**src/rtl/br_table_decoder_pkg.sv**
```systemverilog
// Shared definitions for the br_table immediate decoder: FSM state encoding,
// the br_table opcode value and a state-class helper.
package br_table_decoder_pkg;

   typedef enum logic [2:0] {
      S_IDLE    = 3'd0,
      S_COUNT   = 3'd1,
      S_ENTRY   = 3'd2,
      S_DEFAULT = 3'd3,
      S_DONE    = 3'd4,
      S_ERROR   = 3'd5
   } state_t;

   localparam logic [7:0] BR_TABLE_OPCODE = 8'h0E;

   // States in which the decoder consumes LEB128 bytes from the stream.
   function automatic logic takes_bytes(input state_t s);
      return (s == S_COUNT) || (s == S_ENTRY) || (s == S_DEFAULT);
   endfunction

endpackage

```
**src/rtl/leb128_u32_acc.sv**
```systemverilog
// Unsigned LEB128 accumulator for one u32 field. The value output already
// includes the group on byte_in, so the owner can use it on the terminating
// transfer. overflow/too_long describe the byte currently presented.
module leb128_u32_acc #(
   parameter int unsigned MAX_LEB = 5
) (
   input  logic        clk,
   input  logic        reset,
   input  logic        clear,
   input  logic        shift_en,
   input  logic [7:0]  byte_in,
   output logic [31:0] value,
   output logic        last,
   output logic        overflow,
   output logic        too_long
);

   localparam int unsigned CNT_W = $clog2(MAX_LEB + 1);

   logic [31:0]      acc_q;
   logic [CNT_W-1:0] grp_q;
   logic [63:0]      wide;
   int unsigned      shamt;

   // Merge the incoming 7-bit group at its shift; bits landing above 31 mean overflow.
   always_comb begin
      shamt    = 7 * 32'(grp_q);
      wide     = {32'd0, acc_q} | ({57'd0, byte_in[6:0]} << shamt);
      value    = wide[31:0];
      overflow = |wide[63:32];
      last     = ~byte_in[7];
      too_long = byte_in[7] && (grp_q == CNT_W'(MAX_LEB - 1));
   end

   // Accumulator and group counter; clear wins over a shift in the same cycle.
   always_ff @(posedge clk or negedge reset) begin
      if (!reset) begin
         acc_q <= '0;
         grp_q <= '0;
      end else if (clear) begin
         acc_q <= '0;
         grp_q <= '0;
      end else if (shift_en) begin
         acc_q <= value;
         grp_q <= grp_q + 1'b1;
      end
   end

endmodule

```
**src/rtl/br_table_decoder.sv**
```systemverilog
// Decodes the br_table immediate (count, N label entries, default label)
// from a byte stream and selects the branch depth for a given index. Every
// field is consumed so the reported length covers the whole immediate.
module br_table_decoder
   import br_table_decoder_pkg::*;
#(
   parameter int unsigned LABEL_W = 32,
   parameter int unsigned MAX_LEB = 5,
   parameter int unsigned LEN_W   = 16
) (
   input  logic               clk,
   input  logic               reset,
   input  logic               start,
   input  logic [31:0]        index,
   input  logic [7:0]         byte_in,
   input  logic               byte_valid,
   output logic               byte_ready,
   output logic               done,
   output logic [LABEL_W-1:0] label,
   output logic [LEN_W-1:0]   length,
   output logic               error,
   output logic               busy
);

   state_t             state_q, state_d;
   logic [31:0]        idx_q, idx_d;
   logic [31:0]        n_q, n_d;
   logic [31:0]        ent_q, ent_d;
   logic [LABEL_W-1:0] label_q, label_d;
   logic [LEN_W-1:0]   len_q, len_d;
   logic               err_q, err_d;

   logic               xfer;
   logic               acc_clear;
   logic [31:0]        acc_value;
   logic               acc_last, acc_ovf, acc_long;
   logic [63:0]        label_hi;
   logic               label_ovf;

   leb128_u32_acc #(.MAX_LEB(MAX_LEB)) u_acc (
      .clk      (clk),
      .reset    (reset),
      .clear    (acc_clear),
      .shift_en (xfer),
      .byte_in  (byte_in),
      .value    (acc_value),
      .last     (acc_last),
      .overflow (acc_ovf),
      .too_long (acc_long)
   );

   // Output decode straight from registered state.
   always_comb begin
      byte_ready = takes_bytes(state_q);
      done       = (state_q == S_DONE);
      busy       = (state_q != S_IDLE);
      error      = err_q;
      label      = label_q;
      length     = len_q;
      xfer       = byte_ready && byte_valid;
      label_hi   = {32'd0, acc_value} >> LABEL_W;
      label_ovf  = |label_hi;
   end

   // Next-state and datapath updates; the three byte states share the field handling.
   always_comb begin
      state_d   = state_q;
      idx_d     = idx_q;
      n_d       = n_q;
      ent_d     = ent_q;
      label_d   = label_q;
      len_d     = len_q;
      err_d     = err_q;
      acc_clear = 1'b0;
      case (state_q)
         S_IDLE: begin
            if (start) begin
               idx_d     = index;
               len_d     = '0;
               err_d     = 1'b0;
               acc_clear = 1'b1;
               state_d   = S_COUNT;
            end
         end
         S_COUNT, S_ENTRY, S_DEFAULT: begin
            if (xfer) begin
               if (acc_ovf || acc_long || (&len_q) ||
                   ((state_q != S_COUNT) && label_ovf)) begin
                  err_d     = 1'b1;
                  acc_clear = 1'b1;
                  state_d   = S_ERROR;
               end else begin
                  len_d = len_q + 1'b1;
                  if (acc_last) begin
                     acc_clear = 1'b1;
                     if (state_q == S_COUNT) begin
                        n_d     = acc_value;
                        ent_d   = '0;
                        state_d = (acc_value == 32'd0) ? S_DEFAULT : S_ENTRY;
                     end else if (state_q == S_ENTRY) begin
                        if (ent_q == idx_q) label_d = acc_value[LABEL_W-1:0];
                        ent_d = ent_q + 32'd1;
                        if ((ent_q + 32'd1) == n_q) state_d = S_DEFAULT;
                     end else begin
                        if (idx_q >= n_q) label_d = acc_value[LABEL_W-1:0];
                        state_d = S_DONE;
                     end
                  end
               end
            end
         end
         S_DONE, S_ERROR: state_d = S_IDLE;
         default:         state_d = S_IDLE;
      endcase
   end

   // State and datapath registers.
   always_ff @(posedge clk or negedge reset) begin
      if (!reset) begin
         state_q <= S_IDLE;
         idx_q   <= '0;
         n_q     <= '0;
         ent_q   <= '0;
         label_q <= '0;
         len_q   <= '0;
         err_q   <= 1'b0;
      end else begin
         state_q <= state_d;
         idx_q   <= idx_d;
         n_q     <= n_d;
         ent_q   <= ent_d;
         label_q <= label_d;
         len_q   <= len_d;
         err_q   <= err_d;
      end
   end

endmodule

```
**config.mk**
```make
export PLATFORM = sky130hd
export DESIGN_NAME = br_table_decoder
export DESIGN_NICKNAME = d
export VERILOG_FILES = /design/src/rtl/br_table_decoder_pkg.sv /design/src/rtl/leb128_u32_acc.sv /design/src/rtl/br_table_decoder.sv
export SDC_FILE = /design/constraint.sdc
export NUM_CORES = 1
export LEC_CHECK = 0
export BUFFER_PORTS_ARGS = -buffer_cell sky130_fd_sc_hd__buf_2
export CORE_MARGIN = 4
export CORE_UTILIZATION = 57
export DETAILED_ROUTE_END_ITERATION = 12
export PLACE_DENSITY_LB_ADDON = 0.2
export SYNTH_ARGS = -nofsm -noshare
export SYNTH_HDL_FRONTEND = slang
export SYNTH_SLANG_ARGS = --single-unit
```
**constraint.sdc**
```tcl
create_clock -name clk -period 6.91 [get_ports clk]
set_clock_uncertainty 0.05 [all_clocks]
set_input_delay 1.382 -clock clk [delete_from_list [all_inputs] [get_ports clk]]
set_output_delay 1.382 -clock clk [all_outputs]
set_load 0.005 [all_outputs]
```
==> flow_summary.json <==
{
  "status": "finished, final reports clean",
  "hold_violations": 0,
  "dieArea_sq_um": 20600,
  "crit_path_cell_trace": "buf_2 -> or3_1 -> a2bb2oi_1 -> o21ai_2 -> and4_1 -> nand3_2 -> a31oi_1 -> o21ai_0 -> o41ai_2",
  "critPathCaptureType": "flop",
  "cts_setup_buffers": 0,
  "clockRootBuffer": "clkbuf_16",
  "leakagePower_uw": 0.00549,
  "clock.fmax_mhz": 273,
  "grt_pass1_vias": 8404,
  "synth-seq-cells": 183,
  "stdcell_count": 1467,
  "die_x_um": 144,
  "antenna_found_initial": 0,
  "synth_cells": 1173,
  "crit_buf_inv": 1,
  "grt_usage_pct": 28.9,
  "synth_ff_type": "dfrtp_1",
  "n_antenna_cell": 0,
  "setup_tns_ps": 0,
  "drtPass1Iterations": 5,
  "critPathMaxFanout": 38,
  "syn-mean-instance-area_sq_um": 8.93,
  "cell_internal_pwr_uw": 2570,
  "drc": 0,
  "finalCriticalPeriod_ps": 3670,
  "layout.nets": 1305,
  "cp_slowest_stage_delay_ps": 670,
  "cts_tree": "done",
  "yosysSeqAreaShare_pct": 43.7,
  "yosysWarnings": 0,
  "layout_common_cells": "nand2_1, dfrtp_1, nor2_1, buf_2, o21ai_0",
  "path_clk_slew_ps": 70,
  "drt-vias-per-instance": 6.05,
  "dpl.cell_count": 1435,
  "syn_area_sq_um": 10500,
  "clkLatencyLatePin_ps": 450,
  "hp-class": "flop to flop",
  "grt.busiest_layer": "met2",
  "drv_slew": 0,
  "htreeDepth": 4,
  "layout.core_utilization_pct": 64.1,
  "worstMarginPinSlew_ps": 1180,
  "place_congestion": 1.02,
  "power.share.clock_pct": 22.2,
  "clock-sinks": 183,
  "die_height_um": 144,
  "ant_nets": 0,
  "seqPwrFrac_pct": 39.2,
  "ys_types": 71,
  "wirelength_um": 28700,
  "finalCritPeriodShare_pct": 53.1,
  "pin_count": 96,
  "fin_total_pwr_uw": 4430,
  "setup_violations": 0,
  "startpoint_type": "input pin",
  "grt_use_met2_pct": 44.6,
  "syn_to_final_growth_pct": 10.3,
  "cts_buffers": 17,
  "num_rows": 49,
  "met1_usage_pct": 41.0,
  "grt_first_pass_wirelength_um": 46400,
  "slew_headroom_pct": 21.2,
  "cp.required_ps": 7180,
  "wl_per_cell_um": 19.5,
  "path_class": "input pin to flop",
  "switching_share_pct": 42.0,
  "coreArea_sq_um": 18000,
  "comb_power_share_pct": 38.6,
  "drv_cap": 0,
  "cp_data_arrival_time_ps": 3940,
  "start_util_pct": 58.1,
  "cts_resized": 0,
  "synth_nets": 1253,
  "async_flop_share_pct": 100,
  "path_delay_family": "simple AND/OR/NAND/NOR gates",
  "io_buffers": 95,
  "drt_iter0_markers": 706,
  "rsz0062_at_grt": "false",
  "switching_power_uw": 1860,
  "drive_above_1_share_pct": 14.1,
  "synth_edf_count": 0,
  "hold_buffers": 0,
  "overflow": 0,
  "grt_max_degree": 72,
  "grtUsageMet3_pct": 4.43,
  "power_density_nw_per_um2": 384,
  "vias": 8874,
  "ir_drop_v": 0.000238,
  "hpwl_um": 20900,
  "cp_slowest_cell": "nand3_2",
  "cts.path.max_buffers": 2
}
## through the flow
step / worst slack [ps] / hold WS, ps / instance area (sq um)
after detailed placement: 2870 / 430 / 11000
final: 3240 / 454 / 11500
after global routing: 2970 / 475 / 11500
after floorplan: 3540 / 413 / 10500
after global placement: 2880 / 417 / 11000
after CTS: 3310 / 455 / 11500
## layer usage
layer  vias up  wire length, um
li1       4153                -
met1      4307            12600
met2       338            13300
met3        76             1750
met4         0             1010
met5         -                0
## state kept, by name (all words and copies together) (netlist names)
register and cells:
label 32, n_q 32, state_q 3, idx_q 32, u_acc.grp_q 3, ent_q 32
u_acc.acc_q 32, length 16, error 1
## worst paths after layout
path | start | endpoint | slack (ps) | cells past startpoint
max | byte_in[1] | ent_q[26]$_DFFE_PN0P_ | 3240 | 9
min | label[25]$_DFFE_PN0P_ | label[25]$_DFFE_PN0P_ | 450 | 1
max reg2reg | ent_q[2]$_DFFE_PN0P_ | state_q[0]$_DFFE_PN0P_ | 3290 | 8
min reg2reg | label[25]$_DFFE_PN0P_ | label[25]$_DFFE_PN0P_ | 450 | 1
max in group asynchronous | reset | u_acc.acc_q[29]$_DFFE_PN0P_ | 4670 | 2
min in group asynchronous | reset | ent_q[7]$_DFFE_PN0P_ | 840 | 1
## power by group through the flow
| stage | sequential (uW) | clock [uW] | combinational [uW] |
|---|---|---|---|
| after floorplan | 1620 | 0 | 1200 |
| after global placement | 1740 | 0 | 1650 |
| after detailed placement | 1750 | 0 | 1690 |
| after CTS | 1730 | 992 | 1710 |
| after global routing | 1770 | 1040 | 1930 |
| final | 1740 | 986 | 1710 |
## cells by family (layout without fill, tap and decap cells)
family / Yosys count / count (layout) / share of synthesized area (%)
compound gates: 256 / 256 / 15.5
xor+xnor: 90 / 90 / 7.53
fa+ha+maj: 36 / 36 / 4.30
buf+inv: 144 / 209 / 6.00
flops: 183 / 183 / 43.7
mux: 33 / 33 / 3.32
simple gates: 431 / 431 / 19.6
## cells in the mapped netlist, drive strengths merged (7+ instances only)
master	instances	area, sq um
mux2i	28	280
nor3	26	145
nand3	24	130
xor2	53	464
xnor2	37	324
a211oi	7	75.1
ha	36	450
dfrtp	183	4580
a21oi	63	319
nand2	185	699
o31ai	13	97.6
nor4	23	165
inv	72	270
o21ai	87	443
nor2b	12	75.1
clkbuf	39	146
a21o	16	120
nor2	94	353
buf	32	208
and3	8	50.1
nand4	34	240
a31oi	29	181
## layout make-up
cell class                 instances  area [sq um]
clock buffer                      20           447
clock inverter                    12           134
fill                            1540          6470
inverter                          73           274
multi-input combinational        846          5280
sequential                       183          4580
tap                              229           287
timing repair buffer             104           549
No activity file was read; power rests on OpenSTA's default activity.
